## config.mk

```make
export PLATFORM = sky130hd
export DESIGN_NAME = branch_predictor_flat
export DESIGN_NICKNAME = d
export VERILOG_FILES = /design/src/rtl/branch_predictor_pkg.sv /design/src/rtl/branch_predictor_if.sv /design/src/rtl/bp_sat_cnt.sv /design/src/rtl/branch_predictor.sv /design/src/flat_wrapper.sv
export SDC_FILE = /design/constraint.sdc
export NUM_CORES = 2
export LEC_CHECK = 0
export CORE_MARGIN = 2
export CORE_UTILIZATION = 45
export DETAILED_ROUTE_END_ITERATION = 8
export HOLD_SLACK_MARGIN = 0.05
export PLACE_DENSITY = 0.6
export SLEW_MARGIN = 20
export SYNTH_ARGS = -nofsm -noshare
export SYNTH_HDL_FRONTEND = slang
export SYNTH_SLANG_ARGS = --single-unit
```

## constraint.sdc

```tcl
create_clock -name clk -period 6.35 [get_ports clk]
set_clock_uncertainty 0.1 [all_clocks]
set_input_delay 0.635 -clock clk [delete_from_list [all_inputs] [get_ports clk]]
set_output_delay 0.635 -clock clk [all_outputs]
set_load 0.05 [all_outputs]
```

## src/rtl/branch_predictor_pkg.sv

```systemverilog
// Shared definitions for the branch predictor: 2-bit direction counter
// encodings and the counter value each kind of new entry starts with.
package branch_predictor_pkg;

    typedef enum logic [1:0] {
        CNT_SNT = 2'b00,
        CNT_WNT = 2'b01,
        CNT_WT  = 2'b10,
        CNT_ST  = 2'b11
    } cnt_e;

    localparam cnt_e CNT_ALLOC_COND   = CNT_WT;
    localparam cnt_e CNT_ALLOC_UNCOND = CNT_ST;

endpackage

```

## src/rtl/branch_predictor_if.sv

```systemverilog
// Predictor-side interface of the pipeline control unit: IF lookup, ID learn,
// EX training. With BP_STATS_EN defined it also carries the statistics counters.
interface branch_predictor_if #(
    parameter int PC_W = 32
);
    logic [PC_W-1:0] pc_if;
    logic            jump_taken_predict;
    logic [PC_W-1:0] predict_target;
    logic            stall_id;
    logic [PC_W-1:0] pc_id;
    logic            uncond_jump_instr;
    logic [PC_W-1:0] uncond_target_id;
    logic            cond_jump_instr;
    logic [PC_W-1:0] cond_target_id;
    logic            cond_jump_predict_fail_ex;
    logic            cond_jump_taken_ex;
`ifdef BP_STATS_EN
    logic [31:0]     bp_cond_cnt;
    logic [31:0]     bp_miss_cnt;
`endif

    modport master (
`ifdef BP_STATS_EN
        input  bp_cond_cnt, bp_miss_cnt,
`endif
        input  jump_taken_predict, predict_target,
        output pc_if, stall_id, pc_id, uncond_jump_instr, uncond_target_id,
               cond_jump_instr, cond_target_id, cond_jump_predict_fail_ex,
               cond_jump_taken_ex
    );

    modport slave (
`ifdef BP_STATS_EN
        output bp_cond_cnt, bp_miss_cnt,
`endif
        output jump_taken_predict, predict_target,
        input  pc_if, stall_id, pc_id, uncond_jump_instr, uncond_target_id,
               cond_jump_instr, cond_target_id, cond_jump_predict_fail_ex,
               cond_jump_taken_ex
    );

endinterface

```

## src/rtl/bp_sat_cnt.sv

```systemverilog
// Combinational next-state of a 2-bit saturating direction counter.
module bp_sat_cnt
    import branch_predictor_pkg::*;
(
    input  logic taken_i,
    input  cnt_e cnt_i,
    output cnt_e cnt_o
);

    always_comb begin
        cnt_o = cnt_i;
        case (cnt_i)
            CNT_SNT: cnt_o = taken_i ? CNT_WNT : CNT_SNT;
            CNT_WNT: cnt_o = taken_i ? CNT_WT  : CNT_SNT;
            CNT_WT:  cnt_o = taken_i ? CNT_ST  : CNT_WNT;
            CNT_ST:  cnt_o = taken_i ? CNT_ST  : CNT_WT;
            default: cnt_o = cnt_i;
        endcase
    end

endmodule

```

## src/rtl/branch_predictor.sv

```systemverilog
// Direct-mapped BTB with 2-bit direction counters: combinational IF lookup,
// ID learning of unconditional jumps, EX training of conditional branches.
// Optional statistics counters are built when BP_STATS_EN is defined.
module branch_predictor
    import branch_predictor_pkg::*;
#(
    parameter int BTB_DEPTH = 16,
    parameter int PC_W      = 32
) (
    input logic               clk,
    input logic               rst,
    branch_predictor_if.slave bp
);
    localparam int IDX_W = $clog2(BTB_DEPTH);
    localparam int TAG_W = PC_W - IDX_W - 2;

    logic [BTB_DEPTH-1:0]            valid_q, valid_d;
    logic [BTB_DEPTH-1:0]            uncond_q, uncond_d;
    logic [BTB_DEPTH-1:0][TAG_W-1:0] tag_q, tag_d;
    logic [BTB_DEPTH-1:0][PC_W-1:0]  target_q, target_d;
    logic [BTB_DEPTH-1:0][1:0]       cnt_q, cnt_d;

    logic            ex_vld_q, ex_vld_d;
    logic [PC_W-1:0] ex_pc_q, ex_pc_d;
    logic [PC_W-1:0] ex_tgt_q, ex_tgt_d;

    logic [IDX_W-1:0] if_idx, id_idx, ex_idx;
    logic [TAG_W-1:0] if_tag, id_tag, ex_tag;
    logic             if_hit, ex_hit, id_we, ex_we;
    cnt_e             ex_cnt_nxt;

    logic unused_pc_lsbs;
    assign unused_pc_lsbs = ^{bp.pc_if[1:0], bp.pc_id[1:0], ex_pc_q[1:0]};

    assign if_idx = bp.pc_if[IDX_W+1:2];
    assign if_tag = bp.pc_if[PC_W-1:IDX_W+2];
    assign id_idx = bp.pc_id[IDX_W+1:2];
    assign id_tag = bp.pc_id[PC_W-1:IDX_W+2];
    assign ex_idx = ex_pc_q[IDX_W+1:2];
    assign ex_tag = ex_pc_q[PC_W-1:IDX_W+2];

    // No write bypass: a lookup in the write cycle sees the old entry.
    assign if_hit = valid_q[if_idx] && (tag_q[if_idx] == if_tag);
    assign bp.jump_taken_predict = if_hit && (uncond_q[if_idx] || cnt_q[if_idx][1]);
    assign bp.predict_target     = if_hit ? target_q[if_idx] : '0;

    // An uncond entry aliasing the branch tag is treated as a miss.
    assign ex_hit = valid_q[ex_idx] && (tag_q[ex_idx] == ex_tag) && !uncond_q[ex_idx];
    assign ex_we  = ex_vld_q && (ex_hit || bp.cond_jump_taken_ex);
    assign id_we  = bp.uncond_jump_instr && !bp.stall_id && !bp.cond_jump_predict_fail_ex;

    bp_sat_cnt u_sat_cnt (
        .taken_i (bp.cond_jump_taken_ex),
        .cnt_i   (cnt_e'(cnt_q[ex_idx])),
        .cnt_o   (ex_cnt_nxt)
    );

    always_comb begin
        valid_d  = valid_q;
        uncond_d = uncond_q;
        tag_d    = tag_q;
        target_d = target_q;
        cnt_d    = cnt_q;
        ex_vld_d = bp.cond_jump_instr && !bp.stall_id && !bp.cond_jump_predict_fail_ex;
        ex_pc_d  = bp.pc_id;
        ex_tgt_d = bp.cond_target_id;
        if (id_we) begin
            valid_d[id_idx]  = 1'b1;
            uncond_d[id_idx] = 1'b1;
            tag_d[id_idx]    = id_tag;
            target_d[id_idx] = bp.uncond_target_id;
            cnt_d[id_idx]    = CNT_ALLOC_UNCOND;
        end
        // Applied after the ID write so the EX update wins a same-index collision.
        if (ex_we) begin
            valid_d[ex_idx]  = 1'b1;
            uncond_d[ex_idx] = 1'b0;
            tag_d[ex_idx]    = ex_tag;
            target_d[ex_idx] = ex_tgt_q;
            cnt_d[ex_idx]    = ex_hit ? ex_cnt_nxt : CNT_ALLOC_COND;
        end
    end

    always_ff @(posedge clk) begin
        if (rst) begin
            valid_q  <= '0;
            uncond_q <= '0;
            tag_q    <= '0;
            target_q <= '0;
            cnt_q    <= '0;
            ex_vld_q <= 1'b0;
            ex_pc_q  <= '0;
            ex_tgt_q <= '0;
        end else begin
            valid_q  <= valid_d;
            uncond_q <= uncond_d;
            tag_q    <= tag_d;
            target_q <= target_d;
            cnt_q    <= cnt_d;
            ex_vld_q <= ex_vld_d;
            ex_pc_q  <= ex_pc_d;
            ex_tgt_q <= ex_tgt_d;
        end
    end

`ifdef BP_STATS_EN
    logic [31:0] cond_cnt_q, cond_cnt_d;
    logic [31:0] miss_cnt_q, miss_cnt_d;

    always_comb begin
        cond_cnt_d = cond_cnt_q;
        miss_cnt_d = miss_cnt_q;
        if (ex_vld_q) begin
            cond_cnt_d = cond_cnt_q + 32'd1;
            if (bp.cond_jump_predict_fail_ex) miss_cnt_d = miss_cnt_q + 32'd1;
        end
    end

    always_ff @(posedge clk) begin
        if (rst) begin
            cond_cnt_q <= '0;
            miss_cnt_q <= '0;
        end else begin
            cond_cnt_q <= cond_cnt_d;
            miss_cnt_q <= miss_cnt_d;
        end
    end

    assign bp.bp_cond_cnt = cond_cnt_q;
    assign bp.bp_miss_cnt = miss_cnt_q;
`endif

endmodule

```

## src/flat_wrapper.sv

```systemverilog
// flat-port wrapper written by rule: the top's interface ports become plain ports
module branch_predictor_flat import branch_predictor_pkg::*;
#(
    parameter int BTB_DEPTH = 16,
    parameter int PC_W      = 32
)
  (clk, rst, bp_jump_taken_predict, bp_predict_target, bp_pc_if, bp_stall_id, bp_pc_id, bp_uncond_jump_instr, bp_uncond_target_id, bp_cond_jump_instr, bp_cond_target_id, bp_cond_jump_predict_fail_ex, bp_cond_jump_taken_ex);
  branch_predictor_if #(.PC_W(PC_W)) bp_i ();
  input logic clk;
  input logic rst;
  output wire logic [$bits(bp_i.jump_taken_predict)-1:0] bp_jump_taken_predict;
  output wire logic [$bits(bp_i.predict_target)-1:0] bp_predict_target;
  input wire logic [$bits(bp_i.pc_if)-1:0] bp_pc_if;
  input wire logic [$bits(bp_i.stall_id)-1:0] bp_stall_id;
  input wire logic [$bits(bp_i.pc_id)-1:0] bp_pc_id;
  input wire logic [$bits(bp_i.uncond_jump_instr)-1:0] bp_uncond_jump_instr;
  input wire logic [$bits(bp_i.uncond_target_id)-1:0] bp_uncond_target_id;
  input wire logic [$bits(bp_i.cond_jump_instr)-1:0] bp_cond_jump_instr;
  input wire logic [$bits(bp_i.cond_target_id)-1:0] bp_cond_target_id;
  input wire logic [$bits(bp_i.cond_jump_predict_fail_ex)-1:0] bp_cond_jump_predict_fail_ex;
  input wire logic [$bits(bp_i.cond_jump_taken_ex)-1:0] bp_cond_jump_taken_ex;
  assign bp_jump_taken_predict = bp_i.jump_taken_predict;
  assign bp_predict_target = bp_i.predict_target;
  assign bp_i.pc_if = bp_pc_if;
  assign bp_i.stall_id = bp_stall_id;
  assign bp_i.pc_id = bp_pc_id;
  assign bp_i.uncond_jump_instr = bp_uncond_jump_instr;
  assign bp_i.uncond_target_id = bp_uncond_target_id;
  assign bp_i.cond_jump_instr = bp_cond_jump_instr;
  assign bp_i.cond_target_id = bp_cond_target_id;
  assign bp_i.cond_jump_predict_fail_ex = bp_cond_jump_predict_fail_ex;
  assign bp_i.cond_jump_taken_ex = bp_cond_jump_taken_ex;
  branch_predictor #(.BTB_DEPTH(BTB_DEPTH), .PC_W(PC_W)) u_core (.clk(clk), .rst(rst), .bp(bp_i));
endmodule
```

==> results.md <==
- Status: completed
- Routed wire per std cell: about 34 um
- Mapped Cells: just under 5k
- I/O pin count: 168
- Max clock buf depth: 3
- Largest net degree at the start of global routing: about 210
- Critical Path Sink Type: flip-flop
- Gp weighted congestion: 0.9179
- Largest area contributor in the netlist: dfxtp_1
- Drt drc: 0
- Synth Register Bits: between 1k and 1.5k
- Initial antenna violation count: 11
- Placed Cells: approximately 6.1k
- Max VDD drop: approximately 0.00023 V
- RSZ-0062 raised after global routing: no
- Final core occ: 50.87%
- EDFF count, synth: 0
- Top cell type's share of synthesized area: between 30% and 40%
- Tcrit/Tclk final: between 80% and 90%
- IO Port Bufs: around 160
- Hold buffers post-CTS: 0
- Least-Margin Pin Slew: approximately 1.2 ns
- Ys flop type: dfxtp_1
- Hpwl dp: 120.5 mm
- Avg Inst Size Synth: around 11 um2
- Relative slew slack: about a fifth
- Total power: around 15 mW
- CP Max Fanout: 52
- Clk root buf: clkbuf_16
- Type of origin of the critical path: flip-flop
- CTS tree: built
- Die Ht: 356.4 um
- Vias: 46.41k
- Most frequent cells in the layout: 1052 x dfxtp_1, 1001 x mux2i_1, 915 x a221oi_1, 402 x mux4_2, 312 x nor2_1
- Post-CTS Resized: 0
- Final hold vios: 0
- Asr flop ratio synth: 0%
- Area grow syn2layout: 12.42%
- First-pass GRT wire length: ~310 mm
- Total grt overflow: 0
- Overall routing resource usage: 33.04%
- # nets final: between 4k and 5k
- Pwr/cell area: between 200 and 250 nW/um2
- Rows: roughly 130
- Tmin final: 5.638 ns
- Synth Warn #: 0
- Distinct cell type count after synthesis: 65
- Final setup TNS: 0 ns
- Max Slew Vio Count: 0
- Clock Pin Slew Worst Setup and Hold Paths: roughly 0.060 ns
- H-tree depth: 3
- Final setup fails: 0
- Clock latency on the worst-skew pair: roughly 0.74 ns
- Top post-synthesis cells by area: dfxtp_1 38%, mux2i_1 18%, mux4_2 16%
- Peak Freq: between 150 and 200 MHz
- CTS Buf Count: around 120
- CP Data Required Time: a little under 7 ns
- Leak: ~19 nW
- Pre-Repair DR Iteration Count: 6
- Die width: between 300 and 400 um
- Area of the multi-input gates: between 30000 and 40000 um2
- Register area share after synthesis: 37.80%
- Synthesized Nets: between 5k and 6k
- Max cap viols: 0
- Number of setup buffers added after CTS: 0
- Crit path setup slack, layout: slightly above 0.7 ns
- Arr. time, crit path: roughly 6.1 ns
- Post-Layout Inst Area: 62810 um2
- Vias per cell: 7.309
- Class of the worst hold path: in2reg
- Antenna-violating nets left: 0
- Full die area: about 130000 um2
- Vias in the first global route: about 45k
- Initial Util: ~45%
- Fill count: roughly 11k
- Hold slack: around 0.33 ns
- Share of cells above drive strength 1: between 15 and 20%
- Core area: roughly 120000 um2
- 1st-iter DRT viols: 6173
- Setup CP Type: reg2reg
- Total wire length: 217.1 mm
- Mapped Area: between 50000 and 60000 um2
- Placed Area: slightly below 60000 um2
- Commonest non-fill, non-tap cell in the layout: dfxtp_1
- Non-filler cells in the finished layout: 6350
- Area occupied by registers: 21130 um2
- Dpl ws: just under 1 ns
- # clock sinks: approximately 1.1k
==> layer usage <==
metal | track usage, % | vias up | share of wire [%]
met5 | 0 | - | 0.042
met4 | 13.89 | 14 | 4.5
met3 | 6.624 | 594 | 10
met2 | 51.48 | 2948 | 45
met1 | 44.74 | 23750 | 40
li1 | - | 19100 | -
==> path summary, 6_finish.rpt <==
path	from	end	slack, ns	cells after the start
setup / recovery	u_core.ex_pc_q[5]	u_core.tag_q[66]	0.71	11
hold / removal	rst	u_core.ex_pc_q[3]	0.33	2
setup reg to reg	u_core.ex_pc_q[5]	u_core.tag_q[66]	0.71	11
hold reg to reg	u_core.valid_q[6]	u_core.valid_q[6]	0.37	2
==> cells in the mapped netlist (3+ instances only) <==
master,count
buf_6,12
inv_1,33
a21oi_1,29
buf_2,141
a311oi_1,16
xor2_1,16
clkbuf_1,469
o21ai_0,5
nor4_1,4
o211ai_1,3
o21a_1,5
a22oi_1,13
buf_4,5
nand2b_1,6
mux2i_1,1001
mux2_2,18
o22ai_1,3
buf_1,47
nor2b_1,103
a221oi_2,25
nand4_1,7
a31oi_1,15
mux4_2,402
a221oi_1,915
a211oi_1,20
mux2_1,6
nor3_1,32
a22o_1,7
nand3_4,7
xnor2_1,38
dfxtp_1,1055
nand3_1,20
nand2_1,24
and2_1,4
nor2_1,325
==> worst max-delay path, stage by stage (launching register included) <==
cell and delay, ns:
dfxtp_4 0.94, nor2b_1 1.02, a22oi_1 0.20, a21o_1 0.33
a221oi_1 0.32, a22o_1 0.31, nand4_1 0.21, o31ai_4 0.27
buf_12 0.31, nand3_4 0.58, buf_12 0.47, a221oi_1 0.31
==> report_power, final <==
part	switching [mW]	internal, mW
Combinational	0.747	0.380
Clock	2.91	4.06
Sequential	0.0885	6.68
Total	3.75	11.1
==> sequential cells by signal (all words and copies together), names as in the netlist <==
signal / count
u_core.cnt_q: 32
u_core.valid_q: 16
u_core.target_q: 512
u_core.ex_pc_q: 30
u_core.tag_q: 416
u_core.ex_tgt_q: 32
u_core.ex_vld_q: 1
u_core.uncond_q: 16
==> area by class of cell <==
class / instances / area share (%)
tap: 1637 / 3.261
timing repair buffer: 308 / 5.640
clock buffer: 176 / 5.522
inverter: 35 / 0.2092
clock inverter: 27 / 0.6255
antenna: 6 / 0.02391
multi-input combinational: 3106 / 51.07
sequential: 1055 / 33.64
==> cell families (layout without fill, tap and decap cells) <==
group | after synthesis | after routing | share of synthesized area [%]
multiplexers | 1427 | 1427 | 34.62
AO/OA/AOI/OAI | 1076 | 1076 | 16.78
flip-flops | 1055 | 1055 | 37.80
buffers and inverters | 709 | 546 | 5.274
AND/OR/NAND/NOR | 547 | 547 | 4.638
XOR/XNOR | 54 | 54 | 0.8466
adder cells (fa/ha/maj) | 2 | 2 | 0.03583
other | 0 | 6 | 0
Note: power is estimated with default switching activity, not from simulation.
